===== src/rtl/param_signal_monitor.sv =====
// param_signal_monitor: arithmetic/ramp result generator with a persistence-filtered alarm
module param_signal_monitor #(
    parameter int W     = 8,
    parameter int CNT_W = 4,
    parameter int STEP  = 5
) (
    input  logic             clk,
    input  logic             reset,
    input  logic             en,
    input  logic [W-1:0]     signal_a,
    input  logic [W-1:0]     signal_b,
    input  logic [1:0]       mode_select,
    input  logic [W-1:0]     threshold,
    input  logic [CNT_W-1:0] persist,
    input  logic             alarm_clr,
    output logic [W-1:0]     control_out,
    output logic [2:0]       status_leds,
    output logic             out_valid,
    output logic             overflow,
    output logic             alarm
);
    typedef enum logic [1:0] {IDLE, ARMING, ALARMED} state_t;
    state_t state, state_n;
    logic [CNT_W-1:0] run, run_n, run_inc, eff_persist;
    logic [W-1:0] ramp, res, diff;
    logic [W:0] sum;
    logic [2:0] leds;
    logic ovf, scored, exc;
    // Per-mode result, status and saturation flag, all from one W+1 bit sum
    always_comb begin
        sum = {1'b0, signal_a} + {1'b0, signal_b};
        diff = signal_a > signal_b ? signal_a - signal_b : signal_b - signal_a;
        res = mode_select == 2'b00 ? (sum[W] ? '1 : sum[W-1:0]) :
              mode_select == 2'b01 ? diff :
              mode_select == 2'b10 ? ramp : sum[W:1];
        leds = mode_select == 2'b01 ? (signal_a > signal_b ? 3'b100 : signal_a < signal_b ? 3'b010 : 3'b001) :
               mode_select == 2'b00 ? 3'b001 : 3'b111;
        ovf = mode_select == 2'b00 && sum[W];
        scored = en && mode_select != 2'b10;
        exc = scored && res > threshold;
        eff_persist = persist == '0 ? CNT_W'(1) : persist;
        run_inc = &run ? run : run + CNT_W'(1);
    end
    // Result registers; hold while no sample strobe
    always_ff @(posedge clk or posedge reset) begin
        if (reset) begin
            control_out <= '0;
            status_leds <= '0;
            overflow <= 1'b0;
            out_valid <= 1'b0;
        end else begin
            out_valid <= en;
            if (en) begin
                control_out <= res;
                status_leds <= leds;
                overflow <= ovf;
            end
        end
    end
    // Test ramp: restarts whenever another mode is selected, advances on sampled ramp cycles
    always_ff @(posedge clk or posedge reset) begin
        if (reset) ramp <= '0;
        else if (mode_select != 2'b10) ramp <= '0;
        else if (en) ramp <= ramp + W'(STEP);
    end
    // Alarm state and run counter registers
    always_ff @(posedge clk or posedge reset) begin
        if (reset) begin
            state <= IDLE;
            run <= '0;
        end else begin
            state <= state_n;
            run <= run_n;
        end
    end
    // Alarm next state: clear wins, then only scored samples move the FSM
    always_comb begin
        state_n = state;
        run_n = run;
        if (alarm_clr) begin
            state_n = IDLE;
            run_n = '0;
        end else if (scored) begin
            case (state)
                IDLE: if (exc) begin
                    run_n = CNT_W'(1);
                    state_n = eff_persist == CNT_W'(1) ? ALARMED : ARMING;
                end
                ARMING: if (exc) begin
                    run_n = run_inc;
                    state_n = run_inc >= eff_persist ? ALARMED : ARMING;
                end else begin
                    run_n = '0;
                    state_n = IDLE;
                end
                default: ;
            endcase
        end
    end
    // Alarm output decoded from the state register
    always_comb alarm = state == ALARMED;
endmodule


===== config.mk =====
export PLATFORM = sky130hd
export DESIGN_NAME = param_signal_monitor
export DESIGN_NICKNAME = d
export VERILOG_FILES = /design/src/rtl/param_signal_monitor.sv
export SDC_FILE = /design/constraint.sdc
export NUM_CORES = 1
export LEC_CHECK = 0
export ABC_AREA = 1
export CELL_PAD_IN_SITES_DETAIL_PLACEMENT = 1
export CELL_PAD_IN_SITES_GLOBAL_PLACEMENT = 2
export CORE_MARGIN = 5
export CORE_UTILIZATION = 28
export CTS_BUF_LIST = sky130_fd_sc_hd__clkbuf_8
export CTS_CLUSTER_SIZE = 20
export DETAILED_ROUTE_END_ITERATION = 16
export PLACE_DENSITY = 0.89
export SLEW_MARGIN = 40
export SYNTH_ARGS = -nofsm -noshare
export SYNTH_HDL_FRONTEND = slang
export SYNTH_SLANG_ARGS = --single-unit

===== constraint.sdc =====
create_clock -name clk -period 1.9 [get_ports clk]
set_input_delay 0.57 -clock clk [delete_from_list [all_inputs] [get_ports clk]]
set_output_delay 0.57 -clock clk [all_outputs]
set_load 0.005 [all_outputs]

## Yosys cells after proc, flatten, opt, wreduce, memory -nomap -nowiden

Index checks and enable logic that the tools add are counted.

| word-level totals | value |
|---|---|
| flip-flop bits (word level) | 27 |
| bits of input ports | 34 |
| output and inout port bits | 14 |
| logic and storage cells | 59 |

| cells by class | value |
|---|---|
| add/sub/neg operators | 5 |
| magnitude comparators | 4 |
| equal/unequal tests | 7 |
| mux-type cells | 25 |
| reduce and logical (&&, ||, !) cells | 11 |

Operators with widths:

| cell | count |
|---|---|
| 2-to-1 mux 8 bit | 7 |
| 2-to-1 mux 4 bit | 6 |
| greater-than comparator 8 bit | 2 |
| subtractor 8 bit | 2 |
| 2-to-1 mux 2 bit | 7 |
| adder 8 x 8 -> 9 bit | 1 |
| 2-to-1 mux 3 bit | 3 |
| adder 8 x 3 -> 8 bit, second input constant | 1 |
| less-than comparator 8 bit | 1 |
| one-hot mux 4 bit (2 select lines) | 1 |
| adder 4 x 1 -> 4 bit, second input constant | 1 |
| == test 2 x 1 -> 1 bit, second input constant | 2 |
| == test 2 bit, second input constant | 2 |
| == test 4 x 1 -> 1 bit, second input constant | 1 |
| greater-or-equal comparator 4 bit | 1 |
| zero test 2 bit | 2 |
| zero test 4 bit | 1 |
| one-hot mux 2 bit (2 select lines) | 1 |
| AND reduction 4 bit | 1 |
| nonzero test 2 bit | 2 |
| logical AND 1 bit | 3 |
| inequality test 3 bit, second input constant | 1 |
| AND reduction 3 bit | 1 |
| nonzero test 3 bit | 1 |
| inequality test 2 bit, second input constant | 1 |

## Longest topological paths before layout

Gate-level depths: netlist of the first run.

| depth | value |
|---|---|
| depth in word-level cells | 10 |
| gate-level depth with buffers | 28 |
| mapped depth without buffers | 27 |

## Least setup slack after synthesis of the first run

Ideal clock, no wire load.

| path | value |
|---|---|
| path kind | input -> register |
| start | input port signal_a[0] |
| end | register run[2] |
| setup time | 83 ps |
| arrival time | 3162 ps |
| data required time | 1817 ps |
| path slack | -1345 ps |
| cell stages on the path | 23 |
| path buffers | 1 |
| path through | inv_1 -> ha_1 -> fa_1 -> inv_1 -> nand2_4 -> nand2_4 -> nand2_2 -> nand2_2 -> nand2_2 -> buf_6 -> nand3_1 -> nand2_1 -> o21bai_1 -> and2_1 -> ha_1 -> nand2_1 -> nor2_1 -> nand2_1 -> nor3_1 -> nor3_2 -> nand3_1 -> nand3_1 -> o21ai_0 |

| between the ends | value |
|---|---|
| cells in the longest elaborated chain, start to end | 10 |
| elaborated cells on any way between the ends | 17 |
| those cells by class | add/sub (3); order compare (2); eq/ne (1); mux (9); reduce/logical (2) |

Ends and longest elaborated chain:

| what | line | text |
|---|---|---|
| start, declared | 10 | `input logic [W-1:0] signal_a,` |
| adder 8 x 8 -> 9 bit (tied with other cells) | 31 | `sum = {1'b0, signal_a} + {1'b0, signal_b};` |
| 2-to-1 mux 8 bit (on tied branches) | 35, 32 |  |
| 2-to-1 mux 8 bit | 34 | `mode_select == 2'b01 ? diff :` |
| 2-to-1 mux 8 bit (*) | 33 | `res = mode_select == 2'b00 ? (sum[W] ? '1 : sum[W-1:0]) :` |
| via res[5] | 25 | `logic [W-1:0] ramp, res, diff;` |
| greater-than comparator 8 bit (*) | 40 | `exc = scored && res > threshold;` |
| logical AND 1 bit (*) | 40 |  |
| 2-to-1 mux 4 bit | 89 | `ARMING: if (exc) begin` |
| one-hot mux 4 bit (2 select lines) | 84 | `case (state)` |
| 2-to-1 mux 4 bit | 83 | `end else if (scored) begin` |
| 2-to-1 mux 4 bit | 80 | `if (alarm_clr) begin` |
| end signal, assigned | 73 | `run <= run_n;` |
| end, declared | 24 | `logic [CNT_W-1:0] run, run_n, run_inc, eff_persist;` |

Mark *: on every way through the listed nets, which the timed path passes. The rest lies on a longest branch. The select of a mux whose other input is x is not followed.
A chain may end at the register's enable or synchronous reset.

## Worst setup path in the final report of the first run

| path | value |
|---|---|
| start | input port signal_a[0] |
| end | register run[0] |

Same word-level chain as after synthesis.

==> impl_metrics.toml, run 1 <==
[layout]
finalNetCount = 684
area_growth_pct = 63.2
num_antenna_cells = 0
final_layout_size_suffix_gt1_share_pct = 42.7
fin_util_pct = 46.7

[clock_tree]
cts_buffers = 3
clk_path_buf_depth = 2
clk_pin_slew_worst_paths_ns = 0.11
clkLatencyLatePin_ns = 0.28
h-tree-depth = 1
clock-sinks = 27
root_buffer = "clkbuf_8"
cts_tree = "built"

[critical_path]
cp.arrival_ns = 3.58
slowest_stage = "fa_2"
path_class = "input port to flip-flop"
reg2regPathDepth = 14
worst_setup_path_end_kind = "flip-flop"
required_ns = 2.13
max_stage_delay_ns = 0.36
cp-start-kind = "input port"
cp_max_fo = 6

[global_routing]
grt_max_degree = 28
track_usage_pct = 17.5
grt_overflow = 0
antenna_found_initial = 0
grt_pass1_wl_um = 18900
first_global_vias = 3927

[sta]
layout_min_cycle_time_ns = 3.35
rsz0062_at_grt = "yes"
skew_ns = 0.00702
setup-violations-final = 17
drv_slew = 0
hold-worst-slack_ns = 0.487
slew-limit-headroom_pct = 73.7
finalHoldViolCount = 0
max_freq_ghz = 0.298
worst_pin_slew_ns = 0.394
fin_ws_ns = -1.45
period_share_pct = 177

[die]
rows = 38
fp.dieH_um = 115
die_w_um = 115
io_pins = 48
dieArea_um2 = 13300
initial_utilization_pct = 28.6
design.core.area_um2 = 10800

[placement]
routabilityCongestion = 0.882
place_ws_ns = -2.32
hpwl_um = 8610
io_buffers = 47

[synthesis]
syn_nets = 526
yosysUniqueCellTypes = 43
syn_avg_cell_area_um2 = 6.86
postSynthCellCount = 452
yosysSeqAreaShare_pct = 21.8
ys_warn_count = 0
synth_area_um2 = 3100
synth-seq-cells = 27

[hold_path]
hold_path_class = "flip-flop to flip-flop"
hold_depth = 2

[route]
postRouteWirelength_um = 12500
drt_iter0_markers = 138
drc = 0
wire_per_inst_um = 16.7
drtAntennaViolNets = 0
drt-pass1-iter-count = 4
via_count = 3584
viasPerCell = 4.79

[outcome]
status = "finished, violations left"
violations = "setup timing"

[run]
drv_cap = 0

[pwr]
power_mw = 2.54
leakagePower_nw = 2.61
irDropWorstVdd_v = 0.000288
p_per_area_nw_per_um2 = 501
[kinds of logic after synthesis]
logic type	Yosys count	synth area share, %
compound gates	72	13.7
xor+xnor	14	3.95
fa+ha+maj	40	16.9
buf+inv	90	12.6
flops	27	21.8
simple gates	209	31.1
[stage by stage]
stage	instance area (um2)	std cells	TNS, ns
2_1_floorplan	3150	452	-7.58
3_3_place_gp	4420	722	-23.53
3_5_place_dp	4420	722	-25.03
4_1_cts	4860	739	-9.35
5_1_grt	5060	749	-12.06
6_report	5060	749	-10.45
[synth_stat cells (all sizes together)]
cell      n  area share (%)
o21bai    2            0.48
buf       8             2.3
nand4     5             1.0
o21ai    26             4.4
clkbuf    1            0.12
and3      4            0.97
a21oi    32             5.8
nand3    27             4.7
clkinv    1            0.28
nor2     27             4.6
nand3b    1            0.24
o211ai    3            0.89
inv      80             9.8
fa        3             1.9
a21boi    2            0.48
xnor2     2            0.56
a31oi     2            0.40
a31o      1            0.28
o22a      1            0.28
and2      3            0.60
ha       37              15
nor3      4            0.81
xor2     12             3.4
dfrtp    27              22
nand2   138              18
o21a      2            0.48
o31ai     1            0.24
[path summary, 6_finish.rpt]
| kind | endpoint | from | slack, ns |
|---|---|---|---|
| worst min-delay path | control_out[1]$_DFFE_PP0P_ | control_out[1]$_DFFE_PP0P_ | 0.49 |
| worst max-delay path | run[0]$_DFFE_PP0P_ | signal_a[0] | -1.45 |
| min in group asynchronous | status_leds[2]$_DFFE_PP0P_ | reset | 0.63 |
| worst min register to register | control_out[1]$_DFFE_PP0P_ | control_out[1]$_DFFE_PP0P_ | 0.49 |
| max in group asynchronous | control_out[1]$_DFFE_PP0P_ | reset | 1.00 |
| worst max register to register | state[1]$_DFFE_PP0P_ | run[0]$_DFFE_PP0P_ | -0.45 |
[worst max-delay path: cells and delay by family]
family / cells / cell delay [ns]
fa+ha+maj: 3 / 0.67
buf+inv: 5 / 0.41
simple gates: 12 / 1.10
compound gates: 5 / 0.82
[flip-flops by register name, summed over array words and instances, names as in the netlist]
name and cells:
state 2, overflow 1, run 4, ramp 8
out_valid 1, status_leds 3, control_out 8
[final cells by class]
type,instances,area (um2)
Fill cell,1352,5780
Multi-Input combinational cell,335,2490
Timing Repair Buffer,162,1350
Sequential cell,27,676
Inverter,81,324
Tap cell,140,175
Clock buffer,3,41.3
Clock inverter,1,7.51
[per-layer routing]
layer  share of wire, %  up-vias  global-route usage [%]
met1                 42     1739                    21.0
met5                  0        -                       0
met2                 53       85                    33.7
met3                3.3       16                    1.47
li1                   -     1744                       -
met4                2.0        0                    3.44
[what timing repair did]
action	CTS	global route
resized for setup	137	52
setup buffers	14	10
endpoints found under the setup margin	19	19
pin swaps	49	38
hold buffers	0	0
[cells in the final DEF, fill, tap and decap left out, drive strengths merged]
cell type	netlist	final
nand2	138	138
buf	8	127
inv	80	80
ha	37	37
a21oi	32	32
clkdlybuf4s50	0	29
dfrtp	27	27
nor2	27	27
nand3	27	27
o21ai	26	26
xor2	12	12
clkbuf	1	7
nand4	5	5
nor3	4	4
and3	4	4
fa	3	3
o211ai	3	3
and2	3	3
o21a	2	2
xnor2	2	2
a31oi	2	2
a21boi	2	2
dlymetal6s2s	0	2
o21bai	2	2
clkinv	1	1
nand3b	1	1
a31o	1	1
o31ai	1	1
o22a	1	1
clkinvlp	0	1
[power by group]
part / total (mW) / switching (mW) / internal [mW]
registers: 0.653 / 0.0298 / 0.623
logic: 1.53 / 0.801 / 0.728
clock network: 0.356 / 0.206 / 0.149
No activity file was read; power rests on OpenSTA's default activity.
==> run 2, diff against run 1 <==
--- a/config.mk
+++ b/config.mk
@@ -13,6 +13,7 @@
 export CTS_BUF_LIST = sky130_fd_sc_hd__clkbuf_8
 export CTS_CLUSTER_SIZE = 20
 export DETAILED_ROUTE_END_ITERATION = 16
+export GPL_ROUTABILITY_DRIVEN = 0
 export PLACE_DENSITY = 0.89
 export SLEW_MARGIN = 40
 export SYNTH_ARGS = -nofsm -noshare
==> results of run 2 <==
Final layout, timing and power as in run 1 (identical DEF).
